**config.mk**
```make
export PLATFORM = sky130hd
export DESIGN_NAME = pc_unit
export DESIGN_NICKNAME = d
export VERILOG_FILES = /design/src/rtl/pc_pkg.sv /design/src/rtl/pc_ras_stack.sv /design/src/rtl/pc_unit.sv
export SDC_FILE = /design/constraint.sdc
export NUM_CORES = 1
export LEC_CHECK = 0
export ABC_AREA = 1
export CORE_UTILIZATION = 60
export CTS_BUF_LIST = sky130_fd_sc_hd__clkbuf_8
export CTS_CLUSTER_DIAMETER = 200
export DETAILED_ROUTE_END_ITERATION = 7
export GPL_ROUTABILITY_DRIVEN = 0
export GPL_TIMING_DRIVEN = 1
export PLACE_DENSITY_LB_ADDON = 0.15
export SETUP_SLACK_MARGIN = 0.2
export SYNTH_ARGS = -nofsm -noshare
export SYNTH_HDL_FRONTEND = slang
export SYNTH_SLANG_ARGS = --single-unit
```
**constraint.sdc**
```tcl
create_clock -name clk -period 5.36 [get_ports clk]
set_input_delay 0.804 -clock clk [delete_from_list [all_inputs] [get_ports clk]]
set_output_delay 0.804 -clock clk [all_outputs]
set_load 0.005 [all_outputs]
```
**src/rtl/pc_pkg.sv**
```systemverilog
// pc_pkg: shared definitions for the program-counter slice.
//   PC_ADDR_W     : default PC / address width
//   PC_RESET_ADDR : default PC value loaded on reset
//   sel_t         : next-PC source chosen by the per-edge priority logic
package pc_pkg;

  localparam int unsigned     PC_ADDR_W     = 32;
  localparam longint unsigned PC_RESET_ADDR = 0;

  typedef enum logic [2:0] {
    SEL_HOLD      = 3'd0,  // stalled: everything holds
    SEL_SEQ       = 3'd1,  // pc + STEP
    SEL_JUMP      = 3'd2,  // relative or absolute jump
    SEL_CALL      = 3'd3,  // push return address, then jump
    SEL_RET       = 3'd4,  // pop RAS top into the PC
    SEL_RET_EMPTY = 3'd5   // return with empty RAS: sequential step + underflow
  } sel_t;

endpackage

```
**src/rtl/pc_ras_stack.sv**
```systemverilog
// ras_stack: circular return-address stack.
//   clk, reset      : clock and asynchronous active-high reset (pointer/count only)
//   push, push_data : write push_data as the new top; when full, the oldest
//                     entry is overwritten and the count saturates at DEPTH
//   pop             : discard the top entry (caller guarantees not empty)
//   top_data        : current top entry
//   count           : number of valid entries (0..DEPTH)
//   full, empty     : count == DEPTH / count == 0
module ras_stack #(
  parameter int unsigned DEPTH = 4,
  parameter int unsigned W     = 32
) (
  input  logic                       clk,
  input  logic                       reset,
  input  logic                       push,
  input  logic [W-1:0]               push_data,
  input  logic                       pop,
  output logic [W-1:0]               top_data,
  output logic [$clog2(DEPTH):0]     count,
  output logic                       full,
  output logic                       empty
);

  localparam int unsigned PW = $clog2(DEPTH);
  localparam int unsigned CW = PW + 1;

  logic [W-1:0]  r_mem [DEPTH];
  logic [PW-1:0] r_ptr;    // next free slot; top lives at r_ptr-1
  logic [CW-1:0] r_count;
  logic [PW-1:0] w_top_idx;

  // With a power-of-2 depth the slot after the newest is also the oldest,
  // so a push into a full stack naturally overwrites the oldest entry.
  assign w_top_idx = r_ptr - PW'(1);
  assign top_data  = r_mem[w_top_idx];
  assign count     = r_count;
  assign full      = (r_count == CW'(DEPTH));
  assign empty     = (r_count == '0);

  always_ff @(posedge clk) begin
    if (push) begin
      r_mem[r_ptr] <= push_data;
    end
  end

  always_ff @(posedge clk or posedge reset) begin
    if (reset) begin
      r_ptr   <= '0;
      r_count <= '0;
    end else if (push) begin
      r_ptr <= r_ptr + PW'(1);
      if (!full) begin
        r_count <= r_count + CW'(1);
      end
    end else if (pop) begin
      r_ptr   <= r_ptr - PW'(1);
      r_count <= r_count - CW'(1);
    end
  end

endmodule

```
**src/rtl/pc_unit.sv**
```systemverilog
// pc_unit: fetch-stage program counter with stall, jumps and call/return.
//   clk, reset         : clock and asynchronous active-high reset
//   stall              : freeze PC, RAS and redirect; requests are dropped
//   jump_en/jump_abs   : jump; absolute target or offset added to the PC
//   jump_target        : target or two's-complement offset (also used by call)
//   call_en, ret_en    : push pc+STEP and jump / pop RAS top into the PC
//   flag_clr           : clear sticky flags (a same-cycle set wins)
//   addr, redirect     : registered PC and "addr is non-sequential" marker
//   ras_count          : valid RAS entries
//   ras_overflow/underflow : sticky RAS error flags
module pc_unit
  import pc_pkg::*;
#(
  parameter int unsigned        ADDR_W     = PC_ADDR_W,
  parameter int unsigned        STEP       = 1,
  parameter logic [ADDR_W-1:0]  RESET_ADDR = ADDR_W'(PC_RESET_ADDR),
  parameter int unsigned        RAS_DEPTH  = 4
) (
  input  logic                         clk,
  input  logic                         reset,
  input  logic                         stall,
  input  logic                         jump_en,
  input  logic                         jump_abs,
  input  logic [ADDR_W-1:0]            jump_target,
  input  logic                         call_en,
  input  logic                         ret_en,
  input  logic                         flag_clr,
  output logic [ADDR_W-1:0]            addr,
  output logic                         redirect,
  output logic [$clog2(RAS_DEPTH):0]   ras_count,
  output logic                         ras_overflow,
  output logic                         ras_underflow
);

  logic [ADDR_W-1:0] r_pc;
  logic              r_redirect;
  logic              r_ovf;
  logic              r_unf;

  sel_t              w_sel;
  logic [ADDR_W-1:0] w_seq_pc;
  logic [ADDR_W-1:0] w_jump_pc;
  logic [ADDR_W-1:0] w_pc_next;
  logic              w_redirect_next;
  logic [ADDR_W-1:0] w_ras_top;
  logic              w_ras_full;
  logic              w_ras_empty;
  logic              w_push;
  logic              w_pop;
  logic              w_ovf_set;
  logic              w_unf_set;

  // Modulo-2^ADDR_W arithmetic; a negative offset is just a wrapped add.
  assign w_seq_pc  = r_pc + ADDR_W'(STEP);
  assign w_jump_pc = jump_abs ? jump_target : (r_pc + jump_target);

  ras_stack #(
    .DEPTH (RAS_DEPTH),
    .W     (ADDR_W)
  ) u_ras (
    .clk       (clk),
    .reset     (reset),
    .push      (w_push),
    .push_data (w_seq_pc),
    .pop       (w_pop),
    .top_data  (w_ras_top),
    .count     (ras_count),
    .full      (w_ras_full),
    .empty     (w_ras_empty)
  );

  // Priority: stall > ret > call > jump > sequential. A simultaneous
  // call is dropped behind ret, so nothing is pushed and no flag is set.
  always_comb begin
    w_sel = SEL_SEQ;
    if (stall) begin
      w_sel = SEL_HOLD;
    end else if (ret_en) begin
      w_sel = w_ras_empty ? SEL_RET_EMPTY : SEL_RET;
    end else if (call_en) begin
      w_sel = SEL_CALL;
    end else if (jump_en) begin
      w_sel = SEL_JUMP;
    end
  end

  always_comb begin
    w_pc_next       = w_seq_pc;
    w_redirect_next = 1'b0;
    unique case (w_sel)
      SEL_HOLD: begin
        w_pc_next       = r_pc;
        w_redirect_next = r_redirect;
      end
      SEL_JUMP, SEL_CALL: begin
        w_pc_next       = w_jump_pc;
        w_redirect_next = 1'b1;
      end
      SEL_RET: begin
        w_pc_next       = w_ras_top;
        w_redirect_next = 1'b1;
      end
      default: begin
        w_pc_next       = w_seq_pc;
        w_redirect_next = 1'b0;
      end
    endcase
  end

  assign w_push    = (w_sel == SEL_CALL);
  assign w_pop     = (w_sel == SEL_RET);
  assign w_ovf_set = w_push && w_ras_full;
  assign w_unf_set = (w_sel == SEL_RET_EMPTY);

  always_ff @(posedge clk or posedge reset) begin
    if (reset) begin
      r_pc       <= RESET_ADDR;
      r_redirect <= 1'b0;
      r_ovf      <= 1'b0;
      r_unf      <= 1'b0;
    end else begin
      r_pc       <= w_pc_next;
      r_redirect <= w_redirect_next;
      // A set event in the same cycle as flag_clr wins.
      if (w_ovf_set) begin
        r_ovf <= 1'b1;
      end else if (flag_clr) begin
        r_ovf <= 1'b0;
      end
      if (w_unf_set) begin
        r_unf <= 1'b1;
      end else if (flag_clr) begin
        r_unf <= 1'b0;
      end
    end
  end

  assign addr          = r_pc;
  assign redirect      = r_redirect;
  assign ras_overflow  = r_ovf;
  assign ras_underflow = r_unf;

endmodule

```
==> results of run 1 <==
==> cell type report <==
cell class	count	area share, %
repair buffers	88	7.232
flip-flops and latches	168	41.07
clock inverters	15	1.813
clock buffers	17	1.983
multi-input cells	938	40.13
well taps	220	2.333
inverters	171	5.440
==> critical path, cell delays in order <==
cell             delay [ns]
clkdlybuf4s50_1        0.46
buf_4                  0.31
nor2_1                 0.11
inv_1                  0.10
nor2_4                 0.10
nor2_2                 0.86
buf_4                  0.29
a21boi_1               0.08
a31oi_1                0.18
==> power groups by stage <==
stage          combinational [µW]  sequential (µW)  clock (µW)
3_3_place_gp                 3140             2080           0
6_report                     3250             2080        1010
2_1_floorplan                2170             2000           0
5_1_grt                      3620             2100        1070
4_1_cts                      3220             2060        1010
3_5_place_dp                 3190             2090           0
==> Yosys cell counts, types with 3 or more instances <==
master    number  area (µm²)
xor2_1        44       385.4
o21bai_1       3       22.52
buf_2         11       55.05
nand4_1       10       62.56
nand3_1       97       485.5
xnor2_2        3       48.80
nand3_2        3       30.03
inv_1        163       611.8
clkbuf_1      23       86.33
o21ai_0       63       315.3
dfrtp_1       40        1001
and2_1         4       25.02
nor3_1         9       45.04
nor3_4         3       48.80
a31oi_1        7       43.79
nor3_2         7       70.07
nor2_1       184       690.7
nand2_1      351        1318
a21oi_1       86       430.4
edfxtp_1     128        3844
buf_1          7       26.28
inv_2          7       26.28
ha_1          36       450.4
==> flip-flops by register name, indices dropped and copies added (netlist names) <==
name,cells
u_ras.r_ptr,2
u_ras.count,3
ras_underflow,1
u_ras.r_mem,128
ras_overflow,1
redirect,1
addr,32
==> metrics by stage <==
step / total power [µW] / setup slack, ns / util (%) / cells
after floorplan: 4178 / 2.230 / - / 1319
after global routing: 6788 / 2.211 / 70.40 / 1617
after detailed placement: 5281 / 1.963 / 67.73 / 1585
final: 6339 / 2.416 / 70.40 / 1617
after CTS: 6297 / 2.432 / 70.40 / 1617
after global placement: 5220 / 1.984 / 67.73 / 1585
==> path summary, 6_finish.rpt <==
path,start,cells after the start,slack (ns),endpoint
max in group asynchronous,reset,3,4.19,u_ras.r_ptr[0]
max reg2reg,u_ras.r_ptr[0],10,2.44,addr[12]
min in group asynchronous,reset,3,0.77,addr[0]
max,stall,9,2.42,addr[10]
min,redirect,2,0.55,redirect
min reg2reg,redirect,2,0.55,redirect
==> placed cells by master (no fill, tap or decap), types with 3 or more instances in the layout <==
cell type        count
nand2_1            351
nor2_1             180
inv_1              163
edfxtp_1           128
nand3_1             97
a21oi_1             86
clkdlybuf4s50_1     77
o21ai_0             63
xor2_1              44
dfrtp_1             39
ha_1                36
clkbuf_8            17
buf_4               11
nand4_1             10
nor3_1               9
inv_2                7
nor3_2               7
a31oi_1              7
inv_6                6
and2_1               4
nor2_2               4
bufinv_16            4
o21bai_1             3
nor3_4               3
xnor2_2              3
nand3_2              3
nor2_4               3
clkinv_4             3
==> metal layers <==
metal	vias up	wire [µm]	GRT usage, %
met5	-	0	0
met4	0	649	10.04
met3	53	2317	4.528
met2	401	12630	50.95
met1	4212	11890	45.80
li1	4439	-	-
==> cell families (layout without fill, tap and decap cells) <==
| family | Yosys count | after routing |
|---|---|---|
| fa+ha+maj | 38 | 38 |
| buf+inv | 213 | 291 |
| xor+xnor | 49 | 49 |
| flops | 168 | 168 |
| simple gates | 675 | 675 |
| compound gates | 175 | 175 |
| mux | 1 | 1 |
==> metrics.md, run 1 <==
| Metric | Value |
|---|---|
| Status | `finished clean` |
| Syn_area_per_cell | `~8 µm²` |
| Vias per cell | `roughly 5.6` |
| Crit path DAT | `about 3.3 ns` |
| Setup TNS | `0 ns` |
| Post-layout nets | `around 1.5k` |
| CTS tree | `yes` |
| Vias in the first global route | `approximately 8.5k` |
| Post-cts resize count | `0` |
| PortBufs | `77` |
| Compound-gate portion of the synthesized area | `under 10%` |
| Vias | `9105` |
| DIE HEIGHT | `~130 µm` |
| Crit path time final | `2.944 ns` |
| Number of flops mapped to enable cells by yosys | `128` |
| RSZ-0062 raised after global routing | `no` |
| Tcrit/Tclk final | `a little over half` |
| Total GRT Usage | `about a third` |
| Actual transition at the worst max-transition pin | `1.105 ns` |
| Layout area overhead | `13.71%` |
| Setup crit end kind | `flop` |
| Routed Antenna Nets | `0` |
| Mapped Cells | `between 1k and 1.5k` |
| Initial antenna violation count | `0` |
| Worst hold path class | `reg -> reg` |
| Drt pass-1 iters | `6` |
| Synthesized Nets | `approximately 1.4k` |
| Post-synth cell types | `44` |
| Sw Ratio | `a little under half` |
| DR DRC count | `0` |
| Flop pwr share | `32.7%` |
| Worst Setup Path Type | `in -> reg` |
| Diodes inserted | `0` |
| WHS | `about 0.55 ns` |
| Mux contribution to synthesized area | `less than 1%` |
| Later-pin clock latency in the skew report | `about 0.46 ns` |
| Endpoints failing hold | `0` |
| Clock root cell | `clkbuf_8` |
| Largest family of logic cells by synthesized area | `simple AND/OR/NAND/NOR gates` |
| Max IR drop VDD | `around 0.00067 V` |
| Max-slew violations | `0` |
| Psw | `2915 µW` |
| Comb power frac | `around half` |
| Setup bufs post-CTS | `0` |
| Placed Area | `approximately 11000 µm²` |
| Inserted Clock Buffers | `17` |
| DIE WIDTH | `~130 µm` |
| Leak | `0.005251 µW` |
| Layout cells sized above 1 | `between 5 and 6%` |
| Pwr Density | `537.3 nW/µm²` |
| Fin area | `11800 µm²` |
| Ys Warns | `0` |
| Crit-path max FO | `27` |
| Max transition margin | `between 20% and 30%` |
| Sequential cell area fraction in the yosys report | `46.69%` |
| Starting Density | `between 60% and 70%` |
| Worst-path clk slew | `0.09 ns` |
| Xor/xnor share of the synthesized area | `around 4.4%` |
| Core area | `between 15000 and 20000 µm²` |
| Ys async rst share | `23.81%` |
| Internal | `approximately 3400 µW` |
| GRT overflow | `0` |
| Global-route wire length before repair | `between 40000 and 50000 µm` |
| Required @ worst endpoint | `5.74 ns` |
| Fmax | `339.7 MHz` |
| CTS Buffer Depth | `2` |
| Mapped Area | `10380 µm²` |
| Pin count of the biggest net entering global routing | `between 80 and 90` |
| FP Rows | `between 40 and 50` |
| Synthesis-stage register bit count | `about 170` |
| Iteration-0 DRC Markers | `813` |
| Synth Flop Type | `edfxtp_1` |
| Routed len/inst | `~17 µm` |
| Clock power frac | `15.9%` |
| Clock skew | `approximately 0.014 ns` |
| H-tree depth | `4` |
| # IOs | `78` |
| Hold_buf cts | `0` |
| CP Launch Type | `input port` |
| Post-DP HPWL | `~20000 µm` |
| Clock Sink Count | `168` |
| Routed wire length | `about 27000 µm` |
| Setup violators final | `0` |
| Max_cap viols | `0` |
| Post-Synth Simple-Gate Area | `a little over a quarter` |
| Multi-input gate area | `4735 µm²` |
| Adder-cell area share of the yosys netlist | `4.727%` |
| Filler Cell Count | `roughly 1.3k` |
| FF/Latch Area | `between 4000 and 5000 µm²` |
| Die area | `approximately 18000 µm²` |
(Power assumes the default switching activity.)
==> run 2: changes to the inputs <==
- CORE_UTILIZATION: 60 -> 55
- clock period: 5.36 -> 2.4 ns (I/O delays scaled with it)
==> run 2 against run 1 <==
Effect of this change: combinational power rose to 2.5 times the previous value; power up 130%; first-iteration DRC count down 8.6%; design area up 6.3%; register-to-register slack worse by 2.1 ns; count of clock-buffer cells in the layout up 1; cell count up 4.8%; die area up 8.9%; global-route usage down 1.4 points; routed wire length up 4.4%; sequential power up 120%; utilization down 1.5 points; critical endpoint is now addr[8].
==> metrics.md, run 2 (synthesis results as in run 1) <==
| Metric | Value |
|---|---|
| Clock Sink Count | `168` |
| Pin count of the biggest net entering global routing | `86` |
| Total GRT Usage | `a little under a third` |
| Post-layout nets | `~1.5k` |
| Endpoints failing hold | `0` |
| CP Launch Type | `flop` |
| CTS tree | `yes` |
| Inserted Clock Buffers | `17` |
| FP Rows | `49` |
| Core area | `around 18000 µm²` |
| Post-layout util | `68.87%` |
| Routed len/inst | `approximately 17 µm` |
| Global-route wire length before repair | `45480 µm` |
| Max IR drop VDD | `about 0.00061 V` |
| Most frequent cells in the layout | `nand2_1 (345), nor2_1 (177), inv_1 (166)` |
| Iteration-0 DRC Markers | `about 740` |
| Fmax | `between 400 and 500 MHz` |
| Clock root cell | `clkbuf_8` |
| DR DRC count | `0` |
| Tcrit/Tclk final | `87.71%` |
| Pwr Density | `roughly 1200 nW/µm²` |
| Leak | `~0.0056 µW` |
| Biggest register | `u_ras.r_mem` |
| Setup violators final | `0` |
| Hold_buf cts | `0` |
| Starting Density | `about 57%` |
| R2r setup slk | `about 0.29 ns` |
| Worst Setup Path Type | `reg -> reg` |
| Critical path startpoint | `addr[1]` |
| Die area | `just under 20000 µm²` |
| DIE WIDTH | `roughly 140 µm` |
| Worst-path clk slew | `around 0.090 ns` |
| Vias per cell | `~5.5` |
| Layout cells sized above 1 | `about an eighth` |
| Max_cap viols | `0` |
| Worst hold path class | `in -> async` |
| Drt pass-1 iters | `7` |
| PortBufs | `77` |
| DIE HEIGHT | `roughly 140 µm` |
| Vias | `just over 9k` |
| Status | `finished clean` |
| R2R Path End | `addr[8]` |
| Crit path DAT | `~2.4 ns` |
| Vias in the first global route | `approximately 8.6k` |
| RR Startpoint | `addr[1]` |
| RSZ-0062 raised after global routing | `yes` |
| # IOs | `roughly 80` |
| Routed wire length | `28710 µm` |
| Max-slew violations | `0` |
| Reg2reg path depth | `8` |
| Routed Antenna Nets | `0` |
| H-tree depth | `4` |
| Required @ worst endpoint | `around 2.7 ns` |
| Setup crit end kind | `flop` |
| Layout area overhead | `20.85%` |
| Later-pin clock latency in the skew report | `around 0.46 ns` |
| Crit-path max FO | `6` |
| Actual transition at the worst max-transition pin | `roughly 0.58 ns` |
| Commonest non-fill, non-tap cell in the layout | `nand2_1` |
| Clock skew | `0.01595 ns` |
| Total Power | `~15000 µW` |
| CTS Buffer Depth | `2` |
| Crit path time final | `~2.1 ns` |
| Post-DP HPWL | `a little over 20000 µm` |
| Initial antenna violation count | `0` |
| Max FFs per register | `~130` |
| Max transition margin | `61.34%` |
| Diodes inserted | `0` |
| GRT overflow | `0` |
-- run 2: cell count changes in the layout (fill, tap and decap cells not counted), sizes merged --
cell,previous run,this run
inv,177,173
clkinv,5,9
clkbuf,17,18
bufinv,4,1
clkinvlp,0,2
buf,11,80
-- run 2: timing repair --
item,in CTS,in global routing
pin swaps,0,1
setup buffers,0,1
setup endpoints to repair,4,23
resized for setup,2,39
-- run 2: critical path, stage by stage, from the launching register on --
cell and delay (ns):
dfrtp_2 0.47, ha_1 0.23, nand3_2 0.20, inv_2 0.09, nand2_1 0.14, xor2_1 0.27
inv_1 0.15, a21oi_2 0.31, a31oi_1 0.13
-- run 2: cell type report --
cell class / count / area, µm²
Clock buffer: 18 / 247.7
Clock inverter: 14 / 93.84
Fill cell: 1455 / 5669
Inverter: 171 / 641.9
Multi-Input combinational cell: 938 / 4916
Sequential cell: 168 / 4857
Tap cell: 229 / 286.5
Timing Repair Buffer: 157 / 1496
-- run 2: metrics by stage --
step                      instances  setup slack, ns  instance area [µm²]  setup TNS [ns]  hold slack (ns)
after floorplan                1319          -0.3037                10380          -19.44           0.4564
after global placement         1662          -0.1380                12010          -1.083           0.4997
after detailed placement       1662          -0.1728                12010          -1.696           0.5063
after CTS                      1694           0.1777                12350               0           0.3340
after global routing           1695           0.1158                12540               0           0.3858
final                          1695           0.2949                12540               0           0.3415
-- run 2: power breakdown --
group / internal (µW) / switching (µW)
Combinational: 3270 / 4990
Sequential: 3970 / 589
Clock: 815 / 980
Total: 8060 / 6560
-- run 2: worst max path at each step --
stage	endpoint	slack, ns	cells past startpoint
2_1_floorplan	u_ras.r_mem[1][0]	-0.30	4
3_3_place_gp	addr[28]	-0.14	15
3_5_place_dp	addr[28]	-0.17	15
4_1_cts	addr[28]	0.18	14
5_1_grt	addr[28]	0.12	13
6_report	addr[8]	0.29	8
-- run 2: layer usage --
| layer | vias up | share of wire (%) | track usage [%] |
|---|---|---|---|
| li1 | 4567 | - | - |
| met1 | 4271 | 45 | 44.03 |
| met2 | 419 | 45 | 47.18 |
| met3 | 51 | 7.5 | 4.267 |
| met4 | 0 | 2.6 | 11.70 |
| met5 | - | 0 | 0 |
==> run 3: changes to the inputs <==
- CTS_CLUSTER_SIZE: default -> 14
==> results of run 3 <==
The final DEF is identical to that of run 2; final timing and power are the same.
